File: config.mk
export PLATFORM = sky130hd
export DESIGN_NAME = s420_z_frame_collector
export DESIGN_NICKNAME = d
export VERILOG_FILES = /design/src/rtl/s420_z_frame_collector.sv
export SDC_FILE = /design/constraint.sdc
export NUM_CORES = 1
export LEC_CHECK = 0
export ABC_AREA = 1
export ABC_CLOCK_PERIOD_IN_PS = 3160
export BUFFER_PORTS_ARGS = -buffer_cell sky130_fd_sc_hd__buf_4
export CAP_MARGIN = 20
export CORE_MARGIN = 2
export CORE_UTILIZATION = 55
export CTS_CLUSTER_DIAMETER = 40
export DETAILED_ROUTE_END_ITERATION = 16
export PLACE_DENSITY = 0.85
export RECOVER_POWER = 50
export SYNTH_ARGS = -nofsm -noshare
export SYNTH_HDL_FRONTEND = slang
export SYNTH_SLANG_ARGS = --single-unit
File: constraint.sdc
create_clock -name CK -period 3.16 [get_ports CK]
set_input_delay 0.316 -clock CK [delete_from_list [all_inputs] [get_ports CK]]
set_output_delay 0.316 -clock CK [all_outputs]
set_load 0.02 [all_outputs]
File: src/rtl/s420_z_frame_collector.sv
// Packs Z samples taken on enabled s420 count steps into FRAME_LEN-bit frames
// and queues them, with their ones-count, in a 2-entry valid/ready output FIFO.
module s420_z_frame_collector #(
  parameter  int FRAME_LEN = 16,
  localparam int CNT_W     = $clog2(FRAME_LEN + 1)
) (
  input  logic                 CK,
  input  logic                 RN,
  input  logic                 P_0,
  input  logic                 Z,
  input  logic                 SYNC,
  input  logic                 FRAME_READY,
  output logic                 FRAME_VALID,
  output logic [FRAME_LEN-1:0] FRAME_DATA,
  output logic [CNT_W-1:0]     FRAME_ONES,
  output logic                 OVERFLOW,
  output logic [CNT_W-1:0]     IDX
);

  localparam logic [CNT_W-1:0] LAST_IDX = CNT_W'(FRAME_LEN - 1);

  typedef enum logic {COLLECT, LAST} state_e;

  state_e               state;
  logic [CNT_W-1:0]     idx_q, idx_d;
  logic [CNT_W-1:0]     ones_q, ones_d;
  logic [FRAME_LEN-1:0] shift_q, shift_d;

  logic                 push;
  logic [FRAME_LEN-1:0] push_data;
  logic [CNT_W-1:0]     push_ones;
  logic                 pop;

  logic [FRAME_LEN-1:0] head_data_q, head_data_d, tail_data_q, tail_data_d;
  logic [CNT_W-1:0]     head_ones_q, head_ones_d, tail_ones_q, tail_ones_d;
  logic [1:0]           cnt_q, cnt_d;
  logic                 ovf_q, ovf_d;

  // The state is not stored separately; it is the decode of the sample index.
  always_comb state = (idx_q == LAST_IDX) ? LAST : COLLECT;

  assign push_data = {Z, shift_q[FRAME_LEN-2:0]};
  assign push_ones = ones_q + CNT_W'(Z);

  always_comb begin
    // NOTE: every signal gets a default before any branch, so no path leaves one unassigned and no latch is inferred.
    idx_d   = idx_q;
    shift_d = shift_q;
    ones_d  = ones_q;
    push    = 1'b0;
    if (SYNC) begin
      idx_d   = '0;
      shift_d = '0;
      ones_d  = '0;
      if (P_0) begin
        idx_d   = CNT_W'(1);
        shift_d = FRAME_LEN'(Z);
        ones_d  = CNT_W'(Z);
      end
    end else if (P_0) begin
      case (state)
        COLLECT: begin
          shift_d = shift_q | (FRAME_LEN'(Z) << idx_q);
          ones_d  = push_ones;
          idx_d   = idx_q + CNT_W'(1);
        end
        LAST: begin
          push    = 1'b1;
          idx_d   = '0;
          shift_d = '0;
          ones_d  = '0;
        end
        default: ;
      endcase
    end
  end

  assign pop = (cnt_q != 2'd0) && FRAME_READY;

  // Head register drives the outputs directly; it keeps its value after the last pop.
  always_comb begin
    head_data_d = head_data_q;
    head_ones_d = head_ones_q;
    tail_data_d = tail_data_q;
    tail_ones_d = tail_ones_q;
    cnt_d       = cnt_q;
    ovf_d       = ovf_q;
    case (cnt_q)
      2'd0: begin
        if (push) begin
          head_data_d = push_data;
          head_ones_d = push_ones;
          cnt_d       = 2'd1;
        end
      end
      2'd1: begin
        if (pop && push) begin
          head_data_d = push_data;
          head_ones_d = push_ones;
        end else if (pop) begin
          cnt_d = 2'd0;
        end else if (push) begin
          tail_data_d = push_data;
          tail_ones_d = push_ones;
          cnt_d       = 2'd2;
        end
      end
      default: begin
        if (pop) begin
          head_data_d = tail_data_q;
          head_ones_d = tail_ones_q;
          if (push) begin
            tail_data_d = push_data;
            tail_ones_d = push_ones;
          end else begin
            cnt_d = 2'd1;
          end
        end else if (push) begin
          ovf_d = 1'b1;
        end
      end
    endcase
  end

  always_ff @(posedge CK) begin
    // NOTE: sequential state uses non-blocking assignments so every flop samples pre-edge values.
    if (!RN) begin
      idx_q       <= '0;
      ones_q      <= '0;
      shift_q     <= '0;
      // NOTE: the FIFO storage is reset as well because the head entry is visible on FRAME_DATA/FRAME_ONES.
      head_data_q <= '0;
      head_ones_q <= '0;
      tail_data_q <= '0;
      tail_ones_q <= '0;
      cnt_q       <= 2'd0;
      ovf_q       <= 1'b0;
    end else begin
      idx_q       <= idx_d;
      ones_q      <= ones_d;
      shift_q     <= shift_d;
      head_data_q <= head_data_d;
      head_ones_q <= head_ones_d;
      tail_data_q <= tail_data_d;
      tail_ones_q <= tail_ones_d;
      cnt_q       <= cnt_d;
      ovf_q       <= ovf_d;
    end
  end

  assign FRAME_VALID = (cnt_q != 2'd0);
  assign FRAME_DATA  = head_data_q;
  assign FRAME_ONES  = head_ones_q;
  assign OVERFLOW    = ovf_q;
  assign IDX         = idx_q;

endmodule
# Word level (Yosys, flattened, before mapping)
# Cells that the tools add are included.
[totals]
regBits = 71
word_cells = 78
[classes]
n_mux = 41
n_bitwise = 5
shifts = 1
n_reduce_logical = 12
add_sub_neg = 2
eq_ne = 8
[op_table]
columns = ["operator", "count"]
rows = [
  ["2-to-1 mux 16 bit", 9],
  ["one-hot mux 16 bit (2 select lines)", 3],
  ["2-to-1 mux 5 bit", 11],
  ["one-hot mux 5 bit (2 select lines)", 4],
  ["bitwise OR 16 bit", 1],
  ["left shift 1 x 5 -> 16 bit", 1],
  ["2-to-1 mux 2 bit", 6],
  ["inequality test 2 bit, second input constant", 4],
  ["2-to-1 mux 1 bit", 7],
  ["AND reduction 3 bit", 2],
  ["nonzero test 2 bit", 3],
  ["adder 5 x 1 -> 5 bit", 1],
  ["adder 5 x 1 -> 5 bit, second input constant", 1],
  ["equality test 5 x 4 -> 1 bit, second input constant", 1],
  ["AND reduction 5 bit", 1],
  ["inverter 1 bit", 4],
  ["one-hot mux 2 bit (2 select lines)", 1],
  ["AND reduction 4 bit", 1],
  ["inequality test 3 x 1 -> 1 bit, second input constant", 1],
  ["inequality test 3 bit, second input constant", 1],
  ["nonzero test 3 bit", 1],
  ["equality test 2 x 1 -> 1 bit, second input constant", 1],
  ["logical AND 1 bit", 2],
  ["logical NOT 2 bit", 1],
  ["OR reduction 2 bit", 1],
]

# Depth between registers and ports, before layout
# Gate-level depths: netlist of the first run.
[depth]
depth_word = 9
ltp_mapped = 13
depth_no_buf = 11

# Worst setup path after synthesis of the first run
# Ideal clock, no wire load.
[synth_timing]
path_type = "flip-flop to flip-flop"
startpoint = "register cnt_q[1]"
endpoint = "register tail_data_q[15]"
n_path_buf = 2
slack_ps = 1411
t_arrival_ps = 1635
required_time_ps = 3046
path_stages_with_launch = 13
cell_sequence = "dfxtp_1 -> buf_2 -> nor2_2 -> nor2_1 -> inv_1 -> ha_1 -> inv_1 -> nand2_1 -> a21oi_2 -> nand2_4 -> buf_6 -> o21bai_1 -> nor2_1"
[synth_between]
elab_chain_cells = 5
word_cells_on_any_way = 11
classes_between = "eq/ne: 3; mux: 1; bitwise: 1; reduce/logical: 6"
[synth_lines]
columns = ["element", "line", "source"]
rows = [
  ["start, declared", "36", "logic [1:0] cnt_q, cnt_d;"],
  ["start signal, assigned", "146", "cnt_q <= cnt_d;"],
  ["nonzero test 2 bit", "78", "assign pop = (cnt_q != 2'd0) && FRAME_READY;"],
  ["logical AND 1 bit", "78", ""],
  ["logical AND 1 bit", "97", "if (pop && push) begin"],
  ["inequality test 2 bit (no line)", "--", ""],
  ["AND reduction 4 bit (no line)", "--", ""],
  ["end signal, assigned", "144", "tail_data_q <= tail_data_d;"],
  ["end, declared", "34", "logic [FRAME_LEN-1:0] head_data_q, head_data_d, tail_data_q, tail_data_d;"],
]
# Parallel ways exist; a longest one is shown, timed or not.
# A chain may end at the register's enable or synchronous reset.

# Worst setup path after layout of the first run
[layout_timing]
startpoint = "register idx_q[1] (netlist: IDX[1])"
endpoint = "register tail_data_q[10]"
[layout_between]
elab_chain_cells = 9
word_cells_on_any_way = 13
classes_between = "eq/ne: 2; mux: 9; reduce/logical: 2"
[layout_lines]
columns = ["element", "line", "source"]
rows = [
  ["start, declared", "25", "logic [CNT_W-1:0] idx_q, idx_d;"],
  ["start signal, assigned", "139", "idx_q <= idx_d;"],
  ["equality test 5 x 4 -> 1 bit (*)", "40", "always_comb state = (idx_q == LAST_IDX) ? LAST : COLLECT;"],
  ["2-to-1 mux 1 bit (*)", "40", ""],
  ["2-to-1 mux 1 bit (*)", "61", "case (state)"],
  ["2-to-1 mux 1 bit (*)", "60", "end else if (P_0) begin"],
  ["2-to-1 mux 1 bit (*)", "51", "if (SYNC) begin"],
  ["2-to-1 mux 16 bit (3 in a row)", "--", ""],
  ["one-hot mux 16 bit (2 select lines)", "--", ""],
]
# Mark *: on every way between the ends. The rest lies on a longest branch, timed or not. The select of a mux whose other input is x is not followed.

==> results of run 1 <==
[per-layer routing]
metal	up-vias	wire, µm	track usage	part of all wire
met3	11	425	0.0626	0.062
met5	-	0	0	0
li1	1459	-	-	-
met4	0	100	0.100	0.015
met2	83	3030	0.348	0.44
met1	1288	3330	0.291	0.48
[cell families after synthesis]
logic type | Yosys count | share of synthesized area
AND/OR/NAND/NOR | 213 | 0.285
multiplexers | 7 | 0.0212
adder cells (fa/ha/maj) | 4 | 0.0152
buffers and inverters | 62 | 0.0985
XOR/XNOR | 4 | 0.0106
flip-flops | 70 | 0.424
AO/OA/AOI/OAI | 76 | 0.145
[where the power goes]
| part | leakage, nW | switching (W) | internal [W] |
|---|---|---|---|
| Combinational | 0.722 | 0.000174 | 0.0000827 |
| Sequential | 0.566 | 0.0000206 | 0.000912 |
| Clock | 0.0863 | 0.000309 | 0.000356 |
| Total | 1.37 | 0.000504 | 0.00135 |
[final timing paths]
| kind | from | endpoint | slack [ns] | cells past startpoint |
|---|---|---|---|---|
| max | IDX[1] | tail_data_q[10] | 0.90 | 9 |
| min | SYNC | IDX[4] | 0.31 | 4 |
| max reg2reg | IDX[1] | tail_data_q[10] | 0.90 | 9 |
| min reg2reg | OVERFLOW | OVERFLOW | 0.45 | 2 |
[Yosys cell counts]
| master | n |
|---|---|
| nand2_4 | 2 |
| clkinv_2 | 2 |
| a21oi_2 | 11 |
| dfxtp_1 | 70 |
| nand3_1 | 39 |
| a21oi_1 | 39 |
| nor2_1 | 86 |
| buf_4 | 2 |
| ha_1 | 4 |
| o21bai_1 | 18 |
| a41oi_1 | 1 |
| nor3_1 | 3 |
| xnor2_1 | 2 |
| buf_8 | 3 |
| nor3b_1 | 1 |
| buf_2 | 8 |
| nand3_4 | 1 |
| nand3b_1 | 1 |
| inv_2 | 1 |
| buf_1 | 2 |
| buf_12 | 1 |
| mux2i_1 | 7 |
| and2_1 | 1 |
| a211oi_1 | 1 |
| nor2_2 | 12 |
| nor2_4 | 1 |
| nand2_1 | 61 |
| buf_6 | 3 |
| nand4_1 | 3 |
| o21ai_0 | 1 |
| a31oi_1 | 5 |
| inv_1 | 36 |
| clkbuf_1 | 4 |
| nand2_2 | 2 |
| xor2_1 | 2 |
[state kept, by name (all words and copies together) (netlist names)]
register	flops
FRAME_DATA	16
shift_q	15
ones_q	5
FRAME_ONES	5
tail_ones_q	5
cnt_q	2
IDX	5
tail_data_q	16
OVERFLOW	1
[layout make-up]
cell class | count | area (µm²)
well taps | 75 | 93.8
fillers | 536 | 2300
multi-input cells | 304 | 1570
flip-flops and latches | 70 | 1400
clock buffers | 12 | 135
repair buffers | 36 | 169
inverters | 39 | 149
clock inverters | 2 | 35.0
[metrics by stage]
stage               total power, W  setup slack [ns]
global placement           0.00122              1.22
detailed placement         0.00123              1.11
CTS                        0.00188              1.09
floorplan                  0.00116              1.41
global route               0.00193             0.698
finish                     0.00185             0.904
[worst register-to-register path: stages (launching register included)]
cell	delay [ns]
dfxtp_1	0.50
ha_1	0.26
nand2_2	0.07
nor2_1	0.37
nand3_4	0.17
clkinvlp_2	0.20
nand2_4	0.17
clkinv_2	0.27
nor2_1	0.08
nor2_1	0.11
==> key figures, run 1 <==
Global route
  • Total global routing overflow: 0
  • Initial antenna violation count: 0
  • Vias in the first global route: 2,551
  • Gr usage total: 0.224
  • Pin count of the biggest net entering global routing: 40
  • First-pass GRT wire length: 11.4 mm

Timing
  • Worst slew margin: 0.385
  • Fin crit share: 0.714
  • Final setup TNS: 0 ns
  • Fin. Hold Viols: 0
  • Min Hold Slack: 0.306 ns
  • Crit path time final: 2.26 ns
  • Max frequency: 443 MHz
  • RSZ-0062 raised after global routing: false
  • Final setup fails: 0
  • Final Max Slew Viols: 0
  • Worst slew pin tran: 0.920 ns
  • Setup Skew: 0.00863 ns

Routing
  • Initial drt markers: 217
  • DRC Markers: 0
  • DR WL/cell: 12.8 µm
  • First-pass DRT Iterations: 4
  • Routed Antenna Nets: 0
  • Routed via count: 2,841
  • Vias per cell: 5.28
  • DRT Wirelength: 6.88 mm

Die
  • Die area: 6640 µm²
  • Row count: 28
  • Initial Util: 0.564
  • Core ar.: 5850 µm²
  • Die height: 81.5 µm
  • # IOs: 34
  • Die Wd: 81.5 µm

Synthesis
  • Avg Cell Area, Syn: 7.57 µm²
  • Synth cell types: 35
  • Largest cells by area after synthesis: dfxtp_1 42%, nor2_1 9.8%, nand2_1 6.9%, a21oi_1 5.9%, nand3_1 5.9%
  • Syn_nets: 446
  • Area leader, netlist: dfxtp_1
  • Sequential area share after synthesis: 0.424
  • Synth Warn #: 0
  • Post-Syn Area: 3300 µm²
  • Yosys top cell area share: 0.424
  • Register bit total from synthesis: 70
  • Cells after Synth: 436

Critical path
  • Largest stage delay, worst path: 0.50 ns
  • Worst-path cell chain: ha_1, nand2_2, nor2_1, nand3_4, clkinvlp_2, nand2_4, clkinv_2, nor2_1, nor2_1
  • CP startpoint kind: flop
  • CP max stage cell: dfxtp_1
  • Worst Path Max Fanout: 21
  • WP data required: 3.43 ns
  • Worst Setup End Kind: flop
  • Top delay family on crit path: simple AND/OR/NAND/NOR gates
  • Crit path kind: flop to flop
  • Worst Path Buf+Inv: 2
  • Crit-path most repeated cell: nor2_1
  • Crit path DAT: 2.53 ns

Layout
  • Final instance area: 3550 µm²
  • N_diodes: 0
  • Commonest non-fill, non-tap cell in the layout: nor2_1
  • Nets: 470
  • Most frequent cells in the layout: 88 x nor2_1, 70 x dfxtp_1, 61 x nand2_1, 39 x nand3_1, 39 x a21oi_1
  • Final core utilization: 0.607
  • Area grow syn2layout: 7.46%
  • Non-filler cells, final: 538
  • Share of cells above drive strength 1: 0.108

Clocking
  • Clock Latency Late Sink: 0.34 ns
  • CTS tree: done
  • PostCTS Resize Cnt: 0
  • Hold buffer count at cts: 0
  • CTS Buf Count: 9
  • CTS Buffer Depth: 2
  • Clock sink count: 70
  • Root Buffer: clkbuf_8
  • Total setup buffers inserted after CTS: 0
  • Htree depth: 3
  • Clock Pin Slew Worst Setup and Hold Paths: 0.07 ns

Placement
  • Port buffer count: 33
  • Gpl congestion: 0.818
  • HPWL Detailed: 4.69 mm
  • Placed Instance Area: 3490 µm²
  • Post-placement cell count: 524

Run
  • Max cap viols: 0

Outcome
  • Status: finished clean

Min path
  • Worst hold path class: input port to flop

Power and ir drop
  • Pwr dens: 523 nW/µm²
  • Peak VDD IR: 0.239 mV
  • Leakage: 1.37 nW
(Power assumes the default switching activity.)
==> run 2, diff against run 1 <==
ABC_CLOCK_PERIOD_IN_PS = 2200   (was 3160)
clock period = 2.2 ns   (was 3.16 ns; I/O delays follow)
==> run 2 against run 1 <==
Count of clock-buffer cells in the layout down 3. Die area unchanged. Critical path depth up 2. Utilization up 1.0 points. Largest cell class unchanged. Critical endpoint is now tail_data_q[13].
==> key figures, run 2 (same netlist as run 1, synthesis figures left out) <==
Outcome
  • Status: finished clean

Timing
  • Final Max Slew Viols: 0
  • RSZ-0062 raised after global routing: false
  • Final worst setup slack: 0.182 ns
  • Max frequency: 496 MHz
  • Worst slew pin tran: 0.510 ns
  • Crit path time final: 2.02 ns
  • Final setup fails: 0
  • Fin. Hold Viols: 0
  • Fin crit share: 0.917
  • Setup Skew: 0.00686 ns
  • Final setup TNS: 0 ns
  • Worst slew margin: 0.658

Layout
  • N_diodes: 0
  • Commonest non-fill, non-tap cell in the layout: nor2_1
  • Most frequent cells in the layout: 86 x nor2_1, 70 x dfxtp_1, 62 x nand2_1, 39 x nand3_1, 39 x a21oi_1
  • Final core utilization: 0.617
  • Fillers: 488
  • Area grow syn2layout: 9.32%
  • Nets: 473
  • Non-filler cells, final: 543
  • Share of cells above drive strength 1: 0.126

Clocking
  • Clock sink count: 70
  • CTS Buffer Depth: 2
  • PostCTS Resize Cnt: 0
  • Clock Latency Late Sink: 0.35 ns
  • Htree depth: 3
  • Root Buffer: clkbuf_8
  • CTS Buf Count: 9
  • CTS tree: done
  • Clock Pin Slew Worst Setup and Hold Paths: 0.07 ns
  • Total setup buffers inserted after CTS: 0
  • Hold buffer count at cts: 0

Critical path
  • Crit path DAT: 2.30 ns
  • Worst Setup End Kind: flop
  • CP startpoint kind: flop
  • Reg2reg start: cnt_q[1]
  • WP data required: 2.49 ns
  • Crit path kind: flop to flop
  • Worst setup path startpoint: cnt_q[1]
  • Worst Path Max Fanout: 21

Routing
  • DRC Markers: 0
  • Routed via count: 2,803
  • First-pass DRT Iterations: 5
  • Vias per cell: 5.16
  • DRT Wirelength: 6.78 mm
  • Routed Antenna Nets: 0
  • DR WL/cell: 12.5 µm
  • Initial drt markers: 193

Die
  • Die Wd: 81.5 µm
  • Initial Util: 0.564
  • Core ar.: 5850 µm²
  • Row count: 28
  • # IOs: 34
  • Die area: 6640 µm²
  • Die height: 81.5 µm

Power and ir drop
  • Pwr dens: 762 nW/µm²
  • Peak VDD IR: 0.415 mV
  • Total Power: 0.00275 W
  • Leakage: 1.40 nW

Global route
  • Gr usage total: 0.227
  • Total global routing overflow: 0
  • Vias in the first global route: 2,636
  • Pin count of the biggest net entering global routing: 40
  • First-pass GRT wire length: 11.7 mm
  • Initial antenna violation count: 0

Run
  • Max cap viols: 0

Placement
  • HPWL Detailed: 4.80 mm
  • Post-placement cell count: 527
  • Post-place setup slack: 0.0843 ns
  • Gpl congestion: 0.821
  • Port buffer count: 33

Min path
  • Worst hold path class: input port to flop
  • Hold path start: Z
[run 2: critical path, stage by stage (launching register included)]
cell,delay [ns]
dfxtp_1,0.41
nor2_2,0.07
nor2_1,0.23
inv_1,0.08
ha_1,0.27
inv_1,0.05
nand2_1,0.06
a21oi_2,0.20
nand2_4,0.20
inv_6,0.20
nor2_1,0.07
nor2_1,0.10
[run 2: final timing paths]
check	to	slack [ns]	cells after the start
min	tail_data_q[15]	0.18	3
max	tail_data_q[13]	0.18	11
max reg2reg	tail_data_q[13]	0.18	11
min reg2reg	OVERFLOW	0.45	2
[run 2: routing by layer]
metal | track usage | part of all wire | vias to the layer above
li1 | - | - | 1454
met1 | 0.296 | 0.48 | 1278
met2 | 0.366 | 0.45 | 61
met3 | 0.0407 | 0.048 | 10
met4 | 0.105 | 0.015 | 0
met5 | 0 | 0 | -
[run 2: cell type report]
cell class                      instances  area (µm²)  share of cell area
Sequential cell                        70        1400               0.388
Tap cell                               75        93.8              0.0260
Inverter                               39         153              0.0423
Clock inverter                          7        73.8              0.0205
Multi-Input combinational cell        304        1570               0.436
Timing Repair Buffer                   39         191              0.0530
Clock buffer                            9         124              0.0343
[run 2: power by group]
part | leakage [nW] | total (W) | internal (W) | switching [W]
clock network | 0.0879 | 0.00104 | 0.000524 | 0.000512
logic | 0.743 | 0.000376 | 0.000123 | 0.000253
registers | 0.566 | 0.00134 | 0.00131 | 0.0000277
total | 1.40 | 0.00275 | 0.00196 | 0.000793
[run 2: metrics by stage]
step / cell area, µm² / hold WS (ns)
3_5_place_dp: 3510 / 0.441
5_1_grt: 3610 / 0.195
6_report: 3610 / 0.184
2_1_floorplan: 3300 / 0.371
3_3_place_gp: 3510 / 0.441
4_1_cts: 3710 / 0.179
==> run 3, diff against run 2 <==
REMOVE_ABC_BUFFERS = 1   (was default)
==> run 3 against run 2 <==
Clock skew shrank 0.0016 ns. Worst setup slack gained 0.033 ns. First-iteration DRC count shrank 37%. Final area grew 0.21%. Fmax grew 1.6%.
==> key figures, run 3 (same netlist as run 1, synthesis figures left out) <==
Critical path
  • Worst setup path startpoint: IDX[1]
  • WP data required: 2.44 ns
  • FF-to-FF End: tail_data_q[8]
  • Crit path kind: flop to flop
  • Path depth of the worst reg2reg path: 9
  • Worst Path Max Fanout: 11
  • Worst Setup End Kind: flop
  • Crit path to: tail_data_q[8]
  • Crit path DAT: 2.22 ns
  • Flop2flop setup slack: 0.22 ns
  • CP startpoint kind: flop
  • Reg2reg start: IDX[1]

Global route
  • Initial antenna violation count: 0
  • First-pass GRT wire length: 11.3 mm
  • Vias in the first global route: 2,559
  • Total global routing overflow: 0
  • Pin count of the biggest net entering global routing: 40
  • Gr usage total: 0.219

Clocking
  • Clock Pin Slew Worst Setup and Hold Paths: 0.07 ns
  • Total setup buffers inserted after CTS: 0
  • Hold buffer count at cts: 0
  • PostCTS Resize Cnt: 0
  • Root Buffer: clkbuf_8
  • Clock sink count: 70
  • Clock Latency Late Sink: 0.34 ns
  • Htree depth: 3
  • CTS Buffer Depth: 2
  • CTS tree: done
  • CTS Buf Count: 9

Placement
  • Post-placement cell count: 527
  • Gpl congestion: 0.853
  • Placed Instance Area: 3510 µm²
  • HPWL Detailed: 4.62 mm
  • Port buffer count: 33

Timing
  • Worst slew pin tran: 0.526 ns
  • Worst slew margin: 0.648
  • RSZ-0062 raised after global routing: false
  • Final setup fails: 0
  • Crit path time final: 1.98 ns
  • Fin. Hold Viols: 0
  • Setup Skew: 0.00525 ns
  • Fin crit share: 0.902
  • Final Max Slew Viols: 0
  • Max frequency: 504 MHz
  • Final setup TNS: 0 ns
  • Min Hold Slack: 0.184 ns

Min path
  • Worst hold path class: input port to flop
  • Worst Hold Depth: 3

Power and ir drop
  • Pwr dens: 765 nW/µm²
  • Clock share of power: 0.381
  • Gate power share: 0.135
  • Switching Share: 0.273
  • Leakage: 1.41 nW
  • Internal Power: 0.00201 W
  • Sw power: 0.000755 W
  • Peak VDD IR: 0.405 mV
  • Flop pwr share: 0.484

Routing
  • DRT Wirelength: 6.72 mm
  • Routed via count: 2,851
  • DR WL/cell: 12.4 µm
  • DRC Markers: 0
  • First-pass DRT Iterations: 4
  • Vias per cell: 5.25
  • Routed Antenna Nets: 0
  • Initial drt markers: 122

Layout
  • Area grow syn2layout: 9.55%
  • Most frequent cells in the layout: 86 x nor2_1, 70 x dfxtp_1, 62 x nand2_1, 39 x nand3_1, 39 x a21oi_1
  • Commonest non-fill, non-tap cell in the layout: nor2_1
  • Final instance area: 3620 µm²
  • Nets: 473
  • Non-filler cells, final: 543
  • Share of cells above drive strength 1: 0.124
  • Fillers: 544
  • N_diodes: 0
  • Final core utilization: 0.618

Die
  • Initial Util: 0.564
  • Row count: 28
  • Die height: 81.5 µm
  • # IOs: 34
  • Die Wd: 81.5 µm
  • Core ar.: 5850 µm²
  • Die area: 6640 µm²

Run
  • Max cap viols: 0

Outcome
  • Status: finished clean
-- run 3: layer usage --
metal	vias to the layer above	share of wire	GRT usage
met5	-	0	0
met4	0	0.012	0.0814
met3	6	0.058	0.0495
met2	64	0.47	0.380
met1	1315	0.46	0.265
li1	1466	-	-
-- run 3: worst min path at each step --
stage | start | to | slack, ns
5_1_grt | SYNC | IDX[4] | 0.21
4_1_cts | Z | tail_data_q[15] | 0.18
2_1_floorplan | RN | shift_q[0] | 0.32
3_5_place_dp | OVERFLOW | OVERFLOW | 0.46
3_3_place_gp | OVERFLOW | OVERFLOW | 0.45
6_report | Z | tail_data_q[15] | 0.18
-- run 3: worst max-delay path: stages, from the launching register on --
cell	delay, ns
dfxtp_1	0.50
ha_1	0.24
nand2_1	0.11
nor2_4	0.21
nand3_4	0.12
clkinvlp_2	0.18
nand2_4	0.13
buf_4	0.20
o21bai_1	0.15
nor2_1	0.05
-- run 3: power by group through the flow --
stage	combinational, W	sequential (W)	clock (W)
3_5_place_dp	0.000402	0.00137	0
6_report	0.000374	0.00134	0.00105
2_1_floorplan	0.000209	0.00142	0
3_3_place_gp	0.000394	0.00137	0
4_1_cts	0.000403	0.00134	0.00106
5_1_grt	0.000417	0.00135	0.00112
-- run 3: area by class of cell --
type / instances / area, µm² / share of cell area
clock inverters: 4 / 45.0 / 0.0125
multi-input cells: 304 / 1580 / 0.437
flip-flops and latches: 70 / 1400 / 0.387
inverters: 39 / 150 / 0.0415
repair buffers: 39 / 191 / 0.0529
well taps: 75 / 93.8 / 0.0259
clock buffers: 12 / 155 / 0.0429
-- run 3: through the flow --
stage | worst slack, ns | total power [W]
floorplan | -0.239 | 0.00163
global placement | 0.311 | 0.00176
detailed placement | 0.239 | 0.00177
CTS | 0.193 | 0.00281
global route | 0.0503 | 0.00288
finish | 0.215 | 0.00277
